**config.mk**
```make
export PLATFORM = sky130hd
export DESIGN_NAME = time_unit_counter
export DESIGN_NICKNAME = d
export VERILOG_FILES = /design/src/rtl/clock_pkg.sv /design/src/rtl/bin2bcd_2d.sv /design/src/rtl/time_unit_counter.sv
export SDC_FILE = /design/constraint.sdc
export NUM_CORES = 1
export LEC_CHECK = 0
export ABC_AREA = 1
export CORE_UTILIZATION = 45
export DETAILED_ROUTE_END_ITERATION = 6
export PLACE_DENSITY = 0.8
export SYNTH_ARGS = -nofsm -noshare
export SYNTH_HDL_FRONTEND = slang
export SYNTH_HIERARCHICAL = 1
export SYNTH_SLANG_ARGS = --single-unit
```
**constraint.sdc**
```tcl
create_clock -name clock -period 5.2 [get_ports clock]
set_clock_uncertainty 0.1 [all_clocks]
set_input_delay 1.04 -clock clock [delete_from_list [all_inputs] [get_ports clock]]
set_output_delay 1.04 -clock clock [all_outputs]
set_load 0.005 [all_outputs]
```
**src/rtl/clock_pkg.sv**
```systemverilog
// clock_pkg: moduli and widths shared by the seconds/minutes/hours counter stages
package clock_pkg;
  localparam int SEC_MOD = 60;
  localparam int MIN_MOD = 60;
  localparam int HR_MOD = 24;
  localparam int SEC_WIDTH = 6;
  localparam int MIN_WIDTH = 6;
  localparam int HR_WIDTH = 5;
  localparam int BCD_IN_W = 7;
endpackage

```
**src/rtl/bin2bcd_2d.sv**
```systemverilog
// bin2bcd_2d: combinational 7-bit binary to two BCD digits, valid for 0..99
module bin2bcd_2d (
  input  logic [6:0] bin,
  output logic [3:0] tens,
  output logic [3:0] ones
);
  always_comb begin
    tens = '0;
    for (int i = 1; i < 10; i++) if (bin >= 7'(10 * i)) tens = 4'(i);
    ones = 4'(bin - 7'(tens) * 7'd10);
  end
endmodule

```
**src/rtl/time_unit_counter.sv**
```systemverilog
// time_unit_counter: cascadable modulo up/down counter with preset, BCD digits, carry and wrap pulses
module time_unit_counter
  import clock_pkg::*;
#(
  parameter int MODULUS = SEC_MOD,
  parameter int WIDTH = SEC_WIDTH
) (
  input  logic             clock,
  input  logic             reset,
  input  logic             enable,
  input  logic             up_dn,
  input  logic             load,
  input  logic [WIDTH-1:0] load_val,
  output logic [WIDTH-1:0] count,
  output logic [3:0]       bcd_tens,
  output logic [3:0]       bcd_ones,
  output logic             carry_out,
  output logic             rollover,
  output logic             load_err
);
  localparam logic [WIDTH-1:0] MAX = WIDTH'(MODULUS - 1);
  logic terminal, load_ok, step;
  logic [WIDTH-1:0] count_nxt;
  logic [BCD_IN_W-1:0] bin;
  assign terminal = up_dn ? count == MAX : count == '0;
  assign load_ok = 32'(load_val) < MODULUS;
  assign step = enable & ~load;
  // reset gates the carry so downstream stages never step while this stage is held in reset
  assign carry_out = step & ~reset & terminal;
  always_comb begin
    count_nxt = load ? (load_ok ? load_val : count)
              : step ? (terminal ? (up_dn ? '0 : MAX) : (up_dn ? count + 1'b1 : count - 1'b1))
              : count;
  end
  always_ff @(posedge clock) begin
    if (reset) begin
      count <= '0;
      rollover <= 1'b0;
      load_err <= 1'b0;
    end else begin
      count <= count_nxt;
      rollover <= step & terminal;
      load_err <= load & ~load_ok;
    end
  end
  assign bin = BCD_IN_W'(count);
  bin2bcd_2d u_bcd (
    .bin (bin),
    .tens(bcd_tens),
    .ones(bcd_ones)
  );
endmodule
```
==> metrics.md, run 1 <==
| Metric | Value |
|---|---|
| Critical-path maximum fanout | 10 |
| Setup crit start | count[2] |
| WL per Instance | 10.1 um |
| Register area share after synthesis | 0.181 |
| TritonRoute pass-1 iters | 4 |
| Gr ovfl total | 0 |
| Max Slew Vio Count | 0 |
| Initial DRC count | 11 |
| Critical path start-end classification | reg -> out |
| CTS tree | yes |
| Later-pin clock latency in the skew report | 250 ps |
| Post-synthesis register bit count | 8 |
| Initial antenna violation count | 0 |
| Number of max-cap violations | 0 |
| Clock transition at path regs | 60 ps |
| Gr busiest metal | met2 |
| # nets final | 200 |
| Power, Total | 287 uW |
| Cts repair resizes | 0 |
| CTS Sinks | 8 |
| Hold Fails Final Rpt | 0 |
| Initial Utilization | 0.498 |
| GR Layer Usage met2 | 0.389 |
| Clk root buf | clkbuf_4 |
| Hold endpoint | count[4] |
| Pwr/cell area | 240 nW/um2 |
| Netlist cell types | 25 |
| Hold depth | 2 |
| Core footprint | 1780 um2 |
| Number of synthesis warnings | 6 |
| Clk buf depth | 2 |
| Tcrit/Tclk final | 0.849 |
| Total Routed Length | 2080 um |
| R2R setup slack | 3500 ps |
| Final antenna-violating net count | 0 |
| Die Footprint | 2150 um2 |
| Min Clock Period, post-route | 4410 ps |
| Data required, critical path | 4060 ps |
| IO Count | 28 |
| Post-CTS setup repair buffer count | 0 |
| Global-route wire length before repair | 3370 um |
| Total CTS buffers | 3 |
| Static Leak | 0.583 nW |
| Hold WS | 534 ps |
| All-layer global routing usage | 0.217 |
| Die Span X | 46.4 um |
| Reg2Reg Depth | 10 |
| H-tree levels | 1 |
| PortBufs | 26 |
| Detailed Place HPWL | 1690 um |
| Layout cells sized above 1 | 0.0944 |
| Met1 usage in global routing | 0.256 |
| Die Ht | 46.4 um |
| Cts hold-fix bufs | 0 |
| RSZ-0062 raised after global routing | no |
| Hold wc startpoint | count[4] |
| Max rail drop VDD | 0.149 mV |
| Status | completed |
| Mapped Area | 887 um2 |
| Drt via density | 4.80 |
| Vias | 985 |
| Critical Path AT | 3270 ps |
| R2R Path End | count[5] |
| Pin count of the biggest net entering global routing | 13 |
| Row count | 15 |
| Max frequency | 0.227 GHz |
| CP Capture Type | output pin |
| Final setup viols | 0 |
| Number of antenna repair diodes | 0 |
| TNS Setup | 0 ps |
| Gpl congestion | 0.804 |
| Met3 Usage GRT | 0.0353 |
| Hold Crit Class | reg -> reg |
| Drc violations | 0 |
| Synthesized instance count | 149 |
| Vias in the first global route | 850 |
| Area grow syn2layout | 35.0% |
| Post-Syn Area per Cell | 5.95 um2 |
| Reg2reg start | count[1] |
| Crit path launch type | flop |
-- synth_stat cells --
cell,n,area share
a21oi_1,9,0.051
xnor2_1,1,0.0099
or2_4,1,0.0099
a21oi_2,1,0.0099
nand4_1,1,0.0071
o21ai_1,7,0.039
inv_1,19,0.080
nand3_2,1,0.011
xor2_2,1,0.018
xor2_1,1,0.0099
ha_1,5,0.071
nand2_1,39,0.17
or2_2,3,0.021
nand4_2,1,0.014
fa_1,2,0.045
nand3_1,10,0.056
conb_1,1,0.0042
inv_2,5,0.021
dfxtp_1,8,0.18
nor2_1,18,0.076
buf_4,1,0.0085
o21ai_0,10,0.056
a31oi_1,2,0.014
buf_6,1,0.013
nand2_2,1,0.0071
-- cells in the final DEF (no fill, tap or decap) --
cell | netlist | routed
or2_4 | 1 | 1
nor2_1 | 18 | 18
ha_1 | 5 | 5
inv_1 | 19 | 19
dfxtp_1 | 8 | 8
nand4_1 | 1 | 1
nand3_2 | 1 | 1
clkbuf_4 | 0 | 3
xor2_2 | 1 | 1
o21ai_0 | 10 | 10
xor2_1 | 1 | 1
nand4_2 | 1 | 1
nand2_1 | 39 | 39
or2_2 | 3 | 3
xnor2_1 | 1 | 1
a21oi_1 | 9 | 9
nand3_1 | 10 | 10
inv_2 | 5 | 5
conb_1 | 1 | 5
o21ai_1 | 7 | 7
a31oi_1 | 2 | 2
nand2_2 | 1 | 1
fa_1 | 2 | 2
a21oi_2 | 1 | 1
clkdlybuf4s50_1 | 0 | 26
-- kinds of logic after synthesis --
logic type               Yosys count  synth area share
AND/OR/NAND/NOR                   75             0.368
AO/OA/AOI/OAI                     29             0.171
buffers and inverters             26             0.123
flip-flops                         8             0.181
adder cells (fa/ha/maj)            7             0.116
XOR/XNOR                           3            0.0381
other                              1           0.00423
-- power breakdown --
group          internal (mW)  total [mW]  switching [mW]
sequential            0.0667      0.0800          0.0132
combinational         0.0827       0.160          0.0772
clock                 0.0264      0.0473          0.0209
total                  0.176       0.287           0.111
-- layer usage --
layer	vias to the layer above	wire, um
li1	536	-
met1	420	893
met2	27	1090
met5	-	0
met4	0	17
met3	2	79
-- layout make-up --
type / count / area (um2)
inverters: 24 / 90.1
clock buffers: 3 / 22.5
well taps: 25 / 31.3
flip-flops and latches: 8 / 160
multi-input cells: 119 / 633
repair buffers: 26 / 260
fillers: 167 / 586
-- sequential cells by signal, indices dropped and copies added, names as in the netlist --
name / count
load_err: 1
count: 6
rollover: 1
-- through the flow --
step | utilization | instance area [um2] | setup slack, ps | std cells
finish | 0.672 | 1200 | 786 | 205
global route | 0.672 | 1200 | 580 | 205
CTS | 0.672 | 1200 | 767 | 205
detailed placement | 0.659 | 1170 | 1060 | 202
global placement | 0.659 | 1170 | 1150 | 202
floorplan | - | 902 | 1770 | 153
-- worst max-delay path, cell delays in order (launching register included) --
cell and delay, ps:
dfxtp_1 510, inv_1 160, nand2_1 90, nand2_1 50, nand2_1 60, nand2_1 50
nand2_1 60, nand2_1 50, nand2_1 50, nand2_1 40, nand2_1 90, nand2_1 90
ha_1 200, fa_1 380, xnor2_1 250, xor2_2 200, inv_2 50, nand3_2 70
nand2_1 50, inv_1 50, clkdlybuf4s50_1 480
-- how the worst max path moves through the flow --
stage / endpoint / slack, ps / cells past startpoint
5_1_grt: bcd_ones[3] / 580 / 20
3_3_place_gp: bcd_ones[3] / 1150 / 16
4_1_cts: bcd_ones[3] / 770 / 20
3_5_place_dp: bcd_ones[3] / 1060 / 20
6_report: bcd_ones[3] / 790 / 20
2_1_floorplan: bcd_ones[3] / 1770 / 15
Note: power is estimated with default switching activity, not from simulation.
==> inputs of run 2 (changes only) <==
clock period = 4.3 ns   (was 5.2 ns; I/O delays follow)
==> metrics.md, run 2 (synthesized netlist as in run 1, its figures left out) <==
| Metric | Value |
|---|---|
| Later-pin clock latency in the skew report | 250 ps (about the same) |
| Placed inst area | 1180 um2 (+0.64%) |
| Area occupied by multi-input gates | 641 um2 (+1.2%) |
| Non-Filler Instances | 206 (+0.49%) |
| Post-CTS setup repair buffer count | 0 (unchanged) |
| Pwr/cell area | 288 nW/um2 (+20%) |
| Drt via density | 4.88 (+1.5%) |
| Detailed Place HPWL | 1690 um (about the same) |
| # nets final | 201 (+0.50%) |
| Power, Total | 351 uW (+22%) |
| Biggest regs | count: 6 flops, load_err: 1 flops, rollover: 1 flops |
| IO Count | 28 (unchanged) |
| CTS tree | yes |
| TNS Setup | 0 ps (unchanged) |
| Hold Fails Final Rpt | 0 (unchanged) |
| Biggest register | count |
| Crit-path cells | inv_1 > nand2_1 > nand2_1 > nand2_1 > nand2_1 > nand2_1 > nand2_1 > nand2_1 > nand2_1 > nand2_1 > nand2_1 > ha_1 > fa_1 > xnor2_2 > xor2_2 > inv_2 > nand3_2 > nand2_1 > inv_1 > clkdlybuf4s50_1 |
| Die Ht | 46.4 um (unchanged) |
| Max reg flops | 6 (unchanged) |
| Data required, critical path | 3340 ps (-720 ps) |
| Most frequent cells in the layout | nand2_1, clkdlybuf4s50_1, inv_1 |
| Clk root buf | clkbuf_4 |
| Hold Crit Class | reg -> reg |
| Most common cell after layout, fill and taps aside | nand2_1 |
| Reg area | 168 um2 (+4.7%) |
| Initial antenna violation count | 0 (unchanged) |
| Max Slew Vio Count | 0 (unchanged) |
| Row count | 15 (unchanged) |
| Max rail drop VDD | 0.199 mV (+33%) |
| Cts repair resizes | 0 (unchanged) |
| Area grow syn2layout | 37.5% |
| Final Worst Setup Slack | 286 ps (-499 ps) |
| Min Clock Period, post-route | 4010 ps |
| Largest stage delay, worst path | 480 ps (-30 ps) |
| Cts hold-fix bufs | 0 (unchanged) |
| Status | completed |
| Tcrit/Tclk final | 0.933 |
| TritonRoute pass-1 iters | 4 (unchanged) |
| PortBufs | 26 (unchanged) |
| Placed insts | 203 (+0.50%) |
| Drc violations | 0 (unchanged) |
| Gpl congestion | 0.814 (+1.2%) |
| Initial DRC count | 24 (+13) |
| Clk buf depth | 2 (unchanged) |
| All-layer global routing usage | 0.220 (+0.00294) |
| Critical path start-end classification | reg -> out |
| Total CTS buffers | 3 (unchanged) |
| Crit path launch type | flop |
| Number of max-cap violations | 0 (unchanged) |
| Final antenna-violating net count | 0 (unchanged) |
| CP most frequent cell | nand2_1 |
| Max frequency | 0.249 GHz |
| Critical-path maximum fanout | 10 (unchanged) |
| CTS Sinks | 8 (unchanged) |
| Static Leak | 0.595 nW (+2.1%) |
| Total Routed Length | 2010 um (-3.2%) |
| FILL cells | 157 (-6.0%) |
| CP Capture Type | output pin |
| Global-route wire length before repair | 3480 um (+3.3%) |
| CP max stage cell | clkdlybuf4s50_1 |
| WL per Instance | 9.77 um (-3.7%) |
| RSZ-0062 raised after global routing | no |
| Initial Utilization | 0.498 (unchanged) |
| Clock transition at path regs | 50 ps (about the same) |
| Number of antenna repair diodes | 0 (unchanged) |
| Dpl ws | 368 ps (-693 ps) |
| H-tree levels | 1 (unchanged) |
| Final setup viols | 0 (unchanged) |
| Pin count of the biggest net entering global routing | 13 (unchanged) |
| Vias | 1005 (+2.0%) |
| Vias in the first global route | 881 (+3.6%) |
| Fin area | 1220 um2 (+1.9%) |
| Gr ovfl total | 0 (unchanged) |
| Die Span X | 46.4 um (unchanged) |
| Core footprint | 1780 um2 (unchanged) |
| Critical Path AT | 3050 ps (-220 ps) |
| Layout cells sized above 1 | 0.127 (+0.0326) |
| Die Footprint | 2150 um2 (unchanged) |
[run 2: cell types whose count changed in the layout (fill, tap and decap cells not counted), sizes merged]
cell,change
buf,+1
[run 2: worst max-delay path: cells and delay by family, from the launching register on]
kind,cells,cell delay [ps]
fa+ha+maj,2,600
xor+xnor,2,360
buf+inv,4,680
simple gates,12,730
flops,1,430
[run 2: stage by stage]
stage / util / hold slack, ps
floorplan: - / 490
finish: 0.684 / 480
CTS: 0.676 / 542
global placement: 0.663 / 521
detailed placement: 0.663 / 538
global route: 0.684 / 499
[run 2: report_power, final]
part / internal [mW] / switching [mW]
Combinational: 0.104 / 0.0943
Clock: 0.0319 / 0.0255
Sequential: 0.0817 / 0.0141
[run 2: path summary, 6_finish.rpt]
check	start	end	slack, ps	cells after the start
worst max-delay path	count[2]	bcd_ones[3]	290	20
worst min-delay path	count[4]	count[4]	480	2
worst max register to register	count[1]	count[4]	2630	10
worst min register to register	count[4]	count[4]	480	2
[run 2: final cells by class]
| class | count | area share |
|---|---|---|
| Multi-Input combinational cell | 119 | 0.525 |
| Inverter | 24 | 0.0738 |
| Sequential cell | 8 | 0.137 |
| Timing Repair Buffer | 27 | 0.219 |
| Clock buffer | 3 | 0.0185 |
| Tap cell | 25 | 0.0256 |
[run 2: routing by layer]
layer | vias to the layer above | track usage | share of wire
li1 | 534 | - | -
met1 | 442 | 0.246 | 0.42
met4 | 0 | 0.0412 | 0.0060
met2 | 27 | 0.433 | 0.53
met5 | - | 0 | 0
met3 | 2 | 0.0235 | 0.044
==> inputs of run 3 (changes only) <==
ABC_CLOCK_PERIOD_IN_PS = 4300   (was default)
CORE_MARGIN = 2   (was default)
SLEW_MARGIN = 40   (was default)
==> metrics.md, run 3 (synthesized netlist as in run 1, its figures left out) <==
| Metric | Value |
|---|---|
| Clock power share | 0.154 (-0.009) |
| Biggest register | count |
| Initial antenna violation count | 0 (unchanged) |
| Pwr/cell area | 289 nW/um2 (+0.22%) |
| Switching Power | 134 uW (-0.19%) |
| Hold Fails Final Rpt | 0 (unchanged) |
| Vias in the first global route | 940 (+6.7%) |
| # nets final | 200 (-0.50%) |
| CP Capture Type | output pin |
| Later-pin clock latency in the skew report | 240 ps (about the same) |
| Max rail drop VDD | 0.197 mV (-0.70%) |
| Hold Crit Class | reg -> reg |
| Core footprint | 1900 um2 (+6.7%) |
| Final antenna-violating net count | 0 (unchanged) |
| Comb pwr share | 0.565 (about the same) |
| Reg2Reg Depth | 8 (-2) |
| Met3 Usage GRT | 0.0370 (+0.0135) |
| Dpl ws | 331 ps (-36.5 ps) |
| Crit path launch type | flop |
| Internal power | 217 uW (-0.36%) |
| Post-CTS setup repair buffer count | 0 (unchanged) |
| Critical-path maximum fanout | 8 (-2) |
| Number of antenna repair diodes | 0 (unchanged) |
| Final Worst Setup Slack | 251 ps (-35.7 ps) |
| Pin count of the biggest net entering global routing | 13 (unchanged) |
| Total Routed Length | 2100 um (+4.6%) |
| CTS tree | yes |
| Placed inst area | 1180 um2 (-0.42%) |
| PortBufs | 26 (unchanged) |
| RSZ-0062 raised after global routing | no |
| Gr busiest metal | met2 |
| R2R Path End | count[4] |
| R2R setup slack | 2630 ps (about the same) |
| Data required, critical path | 3340 ps (about the same) |
| Vias | 1019 (+1.4%) |
| TNS Setup | 0 ps (unchanged) |
| TritonRoute pass-1 iters | 4 (unchanged) |
| Biggest regs | count: 6 flops, load_err: 1 flops, rollover: 1 flops |
| WL per Instance | 10.2 um (+4.1%) |
| Setup crit start | count[3] |
| Area grow syn2layout | 36.8% |
| Seq pwr share | 0.280 (+0.007) |
| Global-route wire length before repair | 3800 um (+8.9%) |
| Placed insts | 204 (+0.49%) |
| Drt via density | 4.92 (+0.90%) |
| CTS Sinks | 8 (unchanged) |
| Initial DRC count | 9 (-63%) |
| Gpl congestion | 0.857 (+5.2%) |
| Most frequent cells in the layout | nand2_1, clkdlybuf4s50_1, inv_1 |
| Detailed Place HPWL | 1710 um (+1.4%) |
| Static Leak | 0.589 nW (-0.87%) |
| Row count | 16 (+1) |
| All-layer global routing usage | 0.198 (-0.0223) |
| Critical path start-end classification | reg -> out |
| Final core utilization | 0.638 (-0.0461) |
| Non-Filler Instances | 207 (+0.49%) |
| Hold WS | 478 ps (-1.68 ps) |
| Status | completed |
| Drc violations | 0 (unchanged) |
| Reg2reg start | count[0] |
| Die Ht | 48.4 um (+4.3%) |
| Clk root buf | clkbuf_4 |
| IO Count | 28 (unchanged) |
| Critical Path AT | 3090 ps (+40 ps) |
| Layout cells sized above 1 | 0.128 (+0.000706) |
| Clock transition at path regs | 50 ps (about the same) |
| Total CTS buffers | 3 (unchanged) |
| Fin area | 1210 um2 (-0.51%) |
| GR Layer Usage met2 | 0.347 (-0.0861) |
| Gr ovfl total | 0 (unchanged) |
| Power, Total | 350 uW (-0.30%) |
| H-tree levels | 1 (unchanged) |
| Min Clock Period, post-route | 4050 ps (+35.7 ps) |
| Number of max-cap violations | 0 (unchanged) |
| Die Footprint | 2340 um2 (+8.8%) |
| Tcrit/Tclk final | 0.942 (+0.00830) |
| Max frequency | 0.247 GHz (-0.88%) |
| Initial Utilization | 0.466 (-0.0311) |
| Die Span X | 48.4 um (+4.3%) |
| Most common cell after layout, fill and taps aside | nand2_1 |
| Clk buf depth | 2 (unchanged) |
| Final setup viols | 0 (unchanged) |
| Worst Setup EP | bcd_ones[3] |
| Max reg flops | 6 (unchanged) |
| Max Slew Vio Count | 0 (unchanged) |
| Switching share of total power | 0.382 (+0.000409) |
| Met1 usage in global routing | 0.252 (+0.00549) |
run 3: changes by cell type in the layout (fill, tap and decap cells not counted), sizes merged:
| cell | before | now |
|---|---|---|
| buf | 1 | 0 |
run 3: layer usage:
metal	up-vias	wire length, um
li1	533	-
met1	433	886
met2	47	1040
met3	6	149
met4	0	30
met5	-	0
run 3: critical path, stage by stage (launching register included):
cell,delay [ps]
dfxtp_2,440
nand2_1,120
o21ai_1,160
o21ai_0,140
nand2_1,90
nand2_1,40
nand2_1,90
nand2_1,100
ha_1,210
fa_1,400
xnor2_2,190
xor2_2,180
inv_2,50
nand3_2,60
nand2_1,50
inv_1,40
clkdlybuf4s50_1,480
run 3: cell type report:
cell class,instances,area (um2)
sequential,8,166
fill,178,688
inverter,24,90.1
tap,27,33.8
timing repair buffer,26,260
multi-input combinational,119,641
clock buffer,3,22.5
run 3: how the worst min path moves through the flow:
| stage | from | to | slack [ps] | depth (start not counted) |
|---|---|---|---|---|
| after CTS | count[4] | count[4] | 540 | 2 |
| after global routing | count[4] | count[4] | 530 | 2 |
| final | count[4] | count[4] | 480 | 2 |
| after detailed placement | count[4] | count[4] | 530 | 2 |
| after global placement | count[4] | count[4] | 530 | 2 |
| after floorplan | count[4] | count[4] | 490 | 2 |
run 3: power by group through the flow:
stage	logic [mW]	clock network [mW]	registers (mW)
6_report	0.198	0.0540	0.0982
5_1_grt	0.225	0.0610	0.100
4_1_cts	0.196	0.0544	0.0967
3_5_place_dp	0.195	0	0.0982
3_3_place_gp	0.187	0	0.0977
2_1_floorplan	0.117	0	0.0945
run 3: repair_timing:
| item | CTS | global route |
|---|---|---|
| setup endpoints to repair | 0 | 1 |
| resized for setup | 0 | 6 |
| hold buffers | 0 | 0 |
